==> config.mk <==
export PLATFORM = sky130hd
export DESIGN_NAME = fb_arbiter
export DESIGN_NICKNAME = d
export VERILOG_FILES = /design/src/rtl/fb_pkg.sv /design/src/rtl/fb_wr_fifo.sv /design/src/rtl/fb_arbiter.sv
export SDC_FILE = /design/constraint.sdc
export NUM_CORES = 1
export LEC_CHECK = 0
export ABC_AREA = 1
export CAP_MARGIN = 20
export CELL_PAD_IN_SITES_DETAIL_PLACEMENT = 1
export CELL_PAD_IN_SITES_GLOBAL_PLACEMENT = 2
export CORE_MARGIN = 2
export CORE_UTILIZATION = 34
export DETAILED_ROUTE_END_ITERATION = 6
export PLACE_DENSITY_LB_ADDON = 0.1
export SKIP_LAST_GASP = 1
export SYNTH_ARGS = -nofsm -noshare
export SYNTH_HDL_FRONTEND = slang
export SYNTH_SLANG_ARGS = --single-unit
export TNS_END_PERCENT = 1
==> constraint.sdc <==
create_clock -name iCLK -period 2.95 [get_ports iCLK]
set_input_delay 0.4425 -clock iCLK [delete_from_list [all_inputs] [get_ports iCLK]]
set_output_delay 0.4425 -clock iCLK [all_outputs]
set_load 0.01 [all_outputs]
==> src/rtl/fb_pkg.sv <==
// Framebuffer arbiter shared definitions.
//   FB_ADDR_W / PIX_W   : framebuffer address width and stored pixel width (RGB444)
//   FB_X_ORG / FB_Y_ORG : screen coordinates of the top-left corner of the 256x256 window
//   fb_state_t          : fill engine state
//   fb_wr_t             : one buffered engine write (address + pixel)
//   expand4to10         : widen a 4-bit colour channel to the 10-bit VGA DAC range
package fb_pkg;

  localparam int FB_ADDR_W = 16;
  localparam int PIX_W     = 12;
  localparam int FB_X_ORG  = 192;
  localparam int FB_Y_ORG  = 112;

  typedef enum logic {
    IDLE,
    CLEAR
  } fb_state_t;

  typedef struct packed {
    logic [FB_ADDR_W-1:0] addr;
    logic [PIX_W-1:0]     data;
  } fb_wr_t;

  // Replicating the top bits spreads the 4-bit range evenly over 0..0x3FF.
  function automatic logic [9:0] expand4to10(input logic [3:0] c);
    return {c, c, c[3:2]};
  endfunction

endpackage

==> src/rtl/fb_wr_fifo.sv <==
// Synchronous FIFO buffering game-engine framebuffer writes.
//   iCLK, iRST_N : clock, asynchronous active-low reset (empties the FIFO)
//   push, push_data : write an entry; ignored while full
//   pop, pop_data   : pop_data shows the head entry; pop ignored while empty
//   full, empty, count : occupancy, all derived from the registered count
module fb_wr_fifo
  import fb_pkg::*;
#(
  parameter int DEPTH = 4
) (
  input  logic                       iCLK,
  input  logic                       iRST_N,
  input  logic                       push,
  input  fb_wr_t                     push_data,
  input  logic                       pop,
  output fb_wr_t                     pop_data,
  output logic                       full,
  output logic                       empty,
  output logic [$clog2(DEPTH+1)-1:0] count
);

  localparam int PTR_W = $clog2(DEPTH);
  localparam int CNT_W = $clog2(DEPTH+1);

  fb_wr_t            store [DEPTH];
  logic [PTR_W-1:0]  wr_ptr;
  logic [PTR_W-1:0]  rd_ptr;
  logic              do_push;
  logic              do_pop;

  assign full     = (count == CNT_W'(DEPTH));
  assign empty    = (count == '0);
  assign do_push  = push && !full;
  assign do_pop   = pop && !empty;
  assign pop_data = store[rd_ptr];

  // NOTE: sequential state is written only with non-blocking assignments so every
  // register samples the pre-edge values regardless of statement order.
  // Pointers wrap naturally because DEPTH is a power of two.
  always_ff @(posedge iCLK or negedge iRST_N) begin
    if (!iRST_N) begin
      wr_ptr <= '0;
      rd_ptr <= '0;
      count  <= '0;
    end else begin
      if (do_push) wr_ptr <= wr_ptr + PTR_W'(1);
      if (do_pop)  rd_ptr <= rd_ptr + PTR_W'(1);
      if (do_push && !do_pop)      count <= count + CNT_W'(1);
      else if (do_pop && !do_push) count <= count - CNT_W'(1);
    end
  end

  // NOTE: the storage array has no reset; an entry is only ever read after it was
  // pushed, so resetting it would add reset fan-out for no behavioural benefit.
  always_ff @(posedge iCLK) begin
    if (do_push) store[wr_ptr] <= push_data;
  end

endmodule

==> src/rtl/fb_arbiter.sv <==
// Framebuffer SRAM arbiter: VGA pixel fetch (highest priority), hardware fill
// engine, and FIFO-buffered game-engine writes share one single-port SRAM.
//   iCLK, iRST_N          : pixel clock, asynchronous active-low reset
//   vga_req, vga_x, vga_y : registered fetch request and screen coordinates
//   pix_r, pix_g, pix_b   : 10-bit colour to the VGA controller, 3 cycles after vga_req
//   wr_valid, wr_ready, wr_addr, wr_data : engine write port into the FIFO
//   clr_start, clr_color, clr_busy       : fill the whole framebuffer with one colour
//   mem_addr, mem_we, mem_wdata, mem_rdata : SRAM port (registered; read data 1 cycle late)
module fb_arbiter #(
  parameter int FIFO_DEPTH = 4,
  parameter int X_ORG      = fb_pkg::FB_X_ORG,
  parameter int Y_ORG      = fb_pkg::FB_Y_ORG,
  parameter int PIX_W      = fb_pkg::PIX_W
) (
  input  logic             iCLK,
  input  logic             iRST_N,
  input  logic             vga_req,
  input  logic [12:0]      vga_x,
  input  logic [12:0]      vga_y,
  output logic [9:0]       pix_r,
  output logic [9:0]       pix_g,
  output logic [9:0]       pix_b,
  input  logic             wr_valid,
  output logic             wr_ready,
  input  logic [15:0]      wr_addr,
  input  logic [PIX_W-1:0] wr_data,
  input  logic             clr_start,
  input  logic [PIX_W-1:0] clr_color,
  output logic             clr_busy,
  output logic [15:0]      mem_addr,
  output logic             mem_we,
  output logic [PIX_W-1:0] mem_wdata,
  input  logic [PIX_W-1:0] mem_rdata
);

  import fb_pkg::*;

  localparam int CNT_W = $clog2(FIFO_DEPTH+1);

  fb_state_t        state;
  logic [16:0]      fill_cnt;     // 17 bits so reaching 0xFFFF is distinct from wrapping
  logic [PIX_W-1:0] fill_color;
  logic             rd_v1;        // mem_addr currently carries a VGA read
  logic             rd_v2;        // mem_rdata currently carries VGA read data

  logic             fifo_full;
  logic             fifo_empty;
  logic             fifo_pop;
  logic [CNT_W-1:0] fifo_count;
  fb_wr_t           fifo_head;
  logic [7:0]       win_x;
  logic [7:0]       win_y;

  // Subtract at full screen width, keep the low byte: off-window coordinates wrap.
  assign win_x = 8'(vga_x - 13'(X_ORG));
  assign win_y = 8'(vga_y - 13'(Y_ORG));

  assign wr_ready = (fifo_count != CNT_W'(FIFO_DEPTH));
  // The FIFO only drains on cycles that VGA and the fill engine both leave free.
  assign fifo_pop = !vga_req && (state == IDLE) && !fifo_empty;

  fb_wr_fifo #(
    .DEPTH(FIFO_DEPTH)
  ) u_fifo (
    .iCLK      (iCLK),
    .iRST_N    (iRST_N),
    .push      (wr_valid && !fifo_full),
    .push_data ('{addr: wr_addr, data: wr_data}),
    .pop       (fifo_pop),
    .pop_data  (fifo_head),
    .full      (fifo_full),
    .empty     (fifo_empty),
    .count     (fifo_count)
  );

  always_ff @(posedge iCLK or negedge iRST_N) begin
    if (!iRST_N) begin
      state      <= IDLE;
      fill_cnt   <= '0;
      fill_color <= '0;
      clr_busy   <= 1'b0;
      rd_v1      <= 1'b0;
      rd_v2      <= 1'b0;
      mem_addr   <= '0;
      mem_we     <= 1'b0;
      mem_wdata  <= '0;
      pix_r      <= '0;
      pix_g      <= '0;
      pix_b      <= '0;
    end else begin
      rd_v1 <= vga_req;
      rd_v2 <= rd_v1;
      if (rd_v2) begin
        pix_r <= expand4to10(mem_rdata[PIX_W-1 -: 4]);
        pix_g <= expand4to10(mem_rdata[PIX_W-5 -: 4]);
        pix_b <= expand4to10(mem_rdata[PIX_W-9 -: 4]);
      end

      // Port ownership, in priority order.
      if (vga_req) begin
        mem_addr <= {win_y, win_x};
        mem_we   <= 1'b0;
      end else if (state == CLEAR) begin
        mem_addr  <= fill_cnt[15:0];
        mem_we    <= 1'b1;
        mem_wdata <= fill_color;
      end else if (!fifo_empty) begin
        mem_addr  <= fifo_head.addr;
        mem_we    <= 1'b1;
        mem_wdata <= fifo_head.data;
      end else begin
        mem_we <= 1'b0;
      end

      // Fill engine. clr_busy trails the return to IDLE by one edge so it stays
      // high while the final fill write is on the bus.
      if (state == IDLE) begin
        clr_busy <= 1'b0;
        if (clr_start) begin
          state      <= CLEAR;
          fill_cnt   <= '0;
          fill_color <= clr_color;
          clr_busy   <= 1'b1;
        end
      end else if (!vga_req) begin
        fill_cnt <= fill_cnt + 17'd1;
        if (fill_cnt == 17'h0FFFF) state <= IDLE;
      end
    end
  end

endmodule
# Yosys cells after proc, flatten, opt, wreduce, memory -nomap -nowiden

Memories as Yosys holds them, arrays and structs flattened.
Cells that the tools add are included.

Magnitude comparators: 0
Bitwise operators: 2
Shift operators: 0
Eq/ne operators: 6
Reduce and logical (&&, ||, !) cells: 18
Multiply operators: 0
Multiplexer cells: 19
Div/mod/pow operators: 0
Add/subtract/negate cells: 7

Operator list:

| cell                                             | count |
|---|---|
| 2-to-1 mux 17 bit                                | 3 |
| 2-to-1 mux 16 bit                                | 3 |
| 2-to-1 mux 12 bit                                | 2 |
| adder 17 x 1 -> 17 bit, second input constant    | 1 |
| == test 17 x 16 -> 1 bit, second input constant  | 1 |
| 2-to-1 mux 1 bit                                 | 9 |
| subtractor 8 x 7 -> 8 bit, second input constant | 1 |
| subtractor 8 bit, second input constant          | 1 |
| logical AND 1 bit                                | 7 |
| 2-to-1 mux 3 bit                                 | 2 |
| inequality test 3 bit, second input constant     | 2 |
| AND reduction 2 bit                              | 3 |
| zero test 1 bit                                  | 5 |
| adder 2 x 1 -> 2 bit, second input constant      | 2 |
| inequality test 2 bit, second input constant     | 2 |
| nonzero test 2 bit                               | 2 |
| adder 3 x 1 -> 3 bit, second input constant      | 1 |
| == test 3 bit, second input constant             | 1 |
| zero test 3 bit                                  | 1 |
| subtractor 3 x 1 -> 3 bit, second input constant | 1 |
| NOT 1 bit                                        | 2 |

Memory bits (writable): 112
Word-level logic and storage cells: 68
Input port bits: 83
Bits in registers: 99
Memory bits (read-only): 0
Memories: 1
Bits in latches: 0

Memories:

| name         | depth | width | read ports | clocked after Yosys merged registers in | wr ports | line             | RTL |
|---|---|---|---|---|---|---|---|
| u_fifo.store | 4     | 28    | 1          | 0                                       | 1        | fb_wr_fifo.sv:25 | `fb_wr_t store [DEPTH];` |

# Depth between registers and ports, before layout

Word-level depth: 8
Mapped depth: 11

# Hierarchy

Synthesis repeated with hierarchy kept, for this count alone.

Cell total of the unflattened synthesis: 816
Area total of the unflattened synthesis: 8529.4 µm²

By module, submodules not included:

| module     | cells each | seq. area each (µm²) | area an instance (µm²) | instances |
|---|---|---|---|---|
| fb_wr_fifo | 388        | 3538.4               | 4902.2                 | 1 |
| fb_arbiter | 428        | 1851.8               | 3627.2                 | 1 |

# Least setup slack after synthesis

No wires, ideal clock.

Path type: register to register
From: reg u_fifo.count[0]
To: mem u_fifo.store[0][0] (netlist name) (enable)
Path slack: 0.570 ns
Data required time: 2.537 ns
Library setup time: 0.413 ns
Data arrival time: 1.967 ns
Cell stages (with the launch flop): 5
Buffers on the path: 0
Path through: dfrtp_1 > nor2_1 > nand2_1 > nand2_1 > nor2_1

Cells in the longest elaborated chain, start to end: 6

Ends and longest elaborated chain:

| item                                     | line                               | RTL |
|---|---|---|
| from (decl)                              | fb_wr_fifo.sv:19                   | `output logic [$clog2(DEPTH+1)-1:0] count` |
| from (signal assigned)                   | fb_wr_fifo.sv:48                   | `if (do_push && !do_pop) count <= count + CNT_W'(1);` |
| from (signal assigned)                   | fb_wr_fifo.sv:49                   | `else if (do_pop && !do_push) count <= count - CNT_W'(1);` |
| == test 3 bit *                          | fb_wr_fifo.sv:31                   | `assign full = (count == CNT_W'(DEPTH));` |
| zero test 1 bit *                        | fb_wr_fifo.sv:33, fb_arbiter.sv:67 |  |
| logical AND 1 bit                        | fb_arbiter.sv:67                   | `.push (wr_valid && !fifo_full),` |
| logical AND 1 bit *                      | fb_wr_fifo.sv:33                   | `assign do_push = push && !full;` |
| 2-to-1 mux 1 bit *                       | fb_wr_fifo.sv:56                   | `if (do_push) store[wr_ptr] <= push_data;` |
| 2-to-1 mux 1 bit (not written as such) * | fb_wr_fifo.sv:56                   |  |
| to (decl)                                | fb_wr_fifo.sv:25                   |  |

Every way passes the cells marked *; elsewhere a longest branch is shown, timed or not.

# Worst setup path after layout

From: reg u_fifo.count[0]
To: reg u_fifo.count[1]

Cells in the longest elaborated chain, start to end: 7
Elaborated cells between the ends (all ways): 17

Ends and longest elaborated chain:

| item                         | line                               | RTL |
|---|---|---|
| == test 3 bit *              | fb_wr_fifo.sv:31                   |  |
| zero test 1 bit *            | fb_wr_fifo.sv:33, fb_arbiter.sv:67 |  |
| logical AND 1 bit            | fb_arbiter.sv:67                   |  |
| logical AND 1 bit *          | fb_wr_fifo.sv:33                   |  |
| via u_fifo.do_push           | fb_wr_fifo.sv:28                   | `logic do_push;` |
| zero test 1 bit              | fb_wr_fifo.sv:49                   |  |
| logical AND 1 bit            | fb_wr_fifo.sv:49                   |  |
| nonzero test 2 bit (no line) | -                                  |  |

The timed path passes the listed nets; every way through them passes the cells marked *. The select of a mux whose other input is x is not followed.
A chain may end at the register's enable or synchronous reset.

==> impl_results.md <==
* EDFF count, synth at 112
* CTS tree: done
* Mean Syn Cell Area at 10.3 µm²
* Gpl congestion at 0.798
* Worst R2R Setup Slack at between 0.6 and 0.7 ns
* Mapped cell area at 0.00836 mm²
* Top-Level Pins at 144
* Clk_skew at 0.0160 ns
* Run status: finished clean
* Yosys top cell area share at 0.402
* Final core occ at 0.433
* Setup crit start kind: flip-flop
* Final max-slew violation count at 0
* Cell count after synthesis at roughly 800
* GRT overflow at 0
* Crit path DAT at 2.65 ns
* DRC violations left at 0
* Total track usage at 0.180
* Vias in the first global route at 6466
* CORE AREA at 0.0242 mm²
* Largest net degree at the start of global routing at 58
* Top area cells in the synthesized netlist: edfxtp_1 40%, dfrtp_1 24%, nand2_1 8.2%
* Wirelength per Cell at 17.7 µm
* RSZ-0062 raised after global routing: no
* Synth Flop Type: edfxtp_1
* Total die area at 0.0259 mm²
* Final worst path period share at 0.794
* Vias at roughly 6.0k
* CP Capture Type: flip-flop
* Post-synthesis sequential area ratio at 0.645
* Vias per cell at roughly 4.8
* Crit Path Max Fanout at 6
* Number of antenna diodes at 0
* Initial antenna violation count at 1
* DRT iter0 DRCs at 211
* CTS H-Tree Depth at 4
* Unique masters post-synth at 37
* HPWL after DPL at around 15 mm
* Max-cap violations at 0
* Share of layout cells above drive strength 1 at 0.0922
* Die height at 161 µm
* Clk sinks at slightly below 200
* Clock slew at reported path FFs at 0.07 ns
* CTS root buffer: clkbuf_16
* # port buffers at 133
* Clock Latency Late Sink at 0.43 ns
* NumNets Final at 1024
* Pwr dens at 563 mW/mm²
* Fmax at roughly 430 MHz
* Worst hold path type: flip-flop to flip-flop
* Leakage at 4.21 nW
* Fin Setup TNS at 0 ns
* Setup violations, final at 0
* Post-DRT Antenna Nets at 0
* Normalized max-slew margin at 0.515
* Final WL at 22.4 mm
* DIE WIDTH at 161 µm
* CTS Buf Count at 17
* Count leader, synth: nand2_1
* Yosys warning count at 0
* # fillers at 2678
* Synthesized Nets at about 900
* Starting density of the core at 0.345
* Top cell type by total area after synthesis: edfxtp_1
* Post-synth top cells: 183 x nand2_1, 138 x nor2_1, 112 x edfxtp_1
* Worst Setup Path Type: flip-flop to flip-flop
* WP data required at about 3.3 ns
* Max clock buf depth at 2
* First-pass GRT wire length at roughly 36 mm
* Post-synth ARST share at 0.420
* Final Hold Fails at 0
* P&R area growth vs syn at 25.5%
* Worst VDD drop at 0.391 mV
* Yosys reg bits at around 190
* Hold WS at about 0.35 ns
* Row cnt at 57
* Worst slew pin tran at 0.726 ns
* Final Critical Period at 2.34 ns
* 1st-pass router iterations at 4
area by class of cell:
cell class | count | area (µm²) | area share
inverters | 62 | 236 | 0.0225
multi-input cells | 510 | 2430 | 0.232
clock buffers | 17 | 425 | 0.0405
clock inverters | 14 | 158 | 0.0150
flip-flops and latches | 193 | 5390 | 0.514
repair buffers | 148 | 1440 | 0.138
well taps | 324 | 405 | 0.0386
power breakdown:
| group | switching [W] | internal (W) | leakage [nW] |
|---|---|---|---|
| sequential | 0.0000934 | 0.00296 | 2.00 |
| clock | 0.00114 | 0.00114 | 0.280 |
| combinational | 0.000260 | 0.000311 | 1.92 |
| total | 0.00149 | 0.00441 | 4.21 |
per-stage QoR:
step	setup WS [ns]	instance area [µm²]	total power, W	std cells
2_1_floorplan	0.570	8360	0.00334	814
3_3_place_gp	0.599	9900	0.00367	1236
3_5_place_dp	0.512	9900	0.00369	1236
4_1_cts	0.593	10500	0.00598	1268
5_1_grt	0.387	10500	0.00616	1268
6_report	0.608	10500	0.00590	1268
repair_timing:
item | CTS | global route
hold buffers | 1 | 0
endpoints found under the setup margin | 0 | 0
gates resized for setup | 0 | 0
buffers inserted | 0 | 0
endpoints found under the hold margin | 18 | 0
registers in the layout (all words and copies together) (netlist names):
register,count
u_fifo.rd_ptr,2
fill_color,12
rd_v2,1
pix_r,4
clr_busy,1
u_fifo.store,112
rd_v1,1
fill_cnt,17
mem_we,1
mem_addr,16
pix_g,4
u_fifo.count,3
state,1
u_fifo.wr_ptr,2
mem_wdata,12
pix_b,4
layout by cell type (no fill, tap or decap):
| cell type | synthesis | final |
|---|---|---|
| nand2_1 | 183 | 183 |
| nor2_1 | 138 | 134 |
| clkdlybuf4s50_1 | 0 | 132 |
| edfxtp_1 | 112 | 112 |
| dfrtp_1 | 81 | 81 |
| o21ai_0 | 59 | 59 |
| inv_1 | 53 | 53 |
| nand3_1 | 41 | 41 |
| a21oi_1 | 25 | 25 |
| clkbuf_16 | 0 | 17 |
| buf_4 | 19 | 15 |
| mux2_2 | 13 | 13 |
| ha_1 | 8 | 8 |
| inv_2 | 7 | 7 |
| a21oi_2 | 7 | 7 |
| o211ai_1 | 6 | 6 |
| inv_8 | 0 | 6 |
| nor2_4 | 4 | 4 |
| nor2_2 | 0 | 4 |
| nand4_1 | 4 | 4 |
| o22ai_1 | 4 | 4 |
| xor2_1 | 3 | 3 |
| inv_6 | 0 | 3 |
| clkinv_8 | 0 | 3 |
| nor3_1 | 2 | 2 |
| a22oi_1 | 2 | 2 |
| o21ai_1 | 2 | 2 |
| clkinvlp_4 | 0 | 2 |
| clkinv_2 | 1 | 1 |
| nand2_4 | 1 | 1 |
| inv_4 | 1 | 1 |
| nand2_2 | 1 | 1 |
| nand3b_1 | 1 | 1 |
| a31oi_1 | 1 | 1 |
| nand3_2 | 1 | 1 |
| or2_0 | 1 | 1 |
| xnor2_1 | 1 | 1 |
| or2_2 | 1 | 1 |
| fa_1 | 1 | 1 |
| dlygate4sd3_1 | 0 | 1 |
critical path, stage by stage, from the launching register on:
cell,delay [ns]
dfrtp_1,0.42
nor2_1,0.28
nand2_1,0.14
nand2_1,0.27
inv_1,0.13
ha_1,0.19
inv_1,0.10
fa_1,0.42
mux2_2,0.27
cell families after synthesis:
kind of cell / Yosys count / share of synthesized area
adders and majority gates: 9 / 0.0144
buffers and inverters: 111 / 0.0654
DFF: 193 / 0.645
AOI/OAI and AO/OA: 106 / 0.0697
xor gates and xnor gates: 4 / 0.00419
muxes: 13 / 0.0175
and+or+nand+nor: 378 / 0.184
path summary, 6_finish.rpt:
kind	depth (start not counted)	from	to
worst min-delay path	0	rd_v1	rd_v2
worst min register to register	0	rd_v1	rd_v2
max in group asynchronous	3	iRST_N	mem_addr[5]
min in group asynchronous	2	iRST_N	fill_cnt[4]
worst max register to register	8	u_fifo.count[0]	u_fifo.count[1]
worst max-delay path	8	u_fifo.count[0]	u_fifo.count[1]
routing by layer:
metal / wire [µm] / GRT usage / vias up
li1: - / - / 2905
met2: 10900 / 0.307 / 118
met5: 0 / 0 / -
met4: 187 / 0.0434 / 0
met1: 10400 / 0.240 / 2989
met3: 871 / 0.0333 / 14
(Power assumes the default switching activity.)
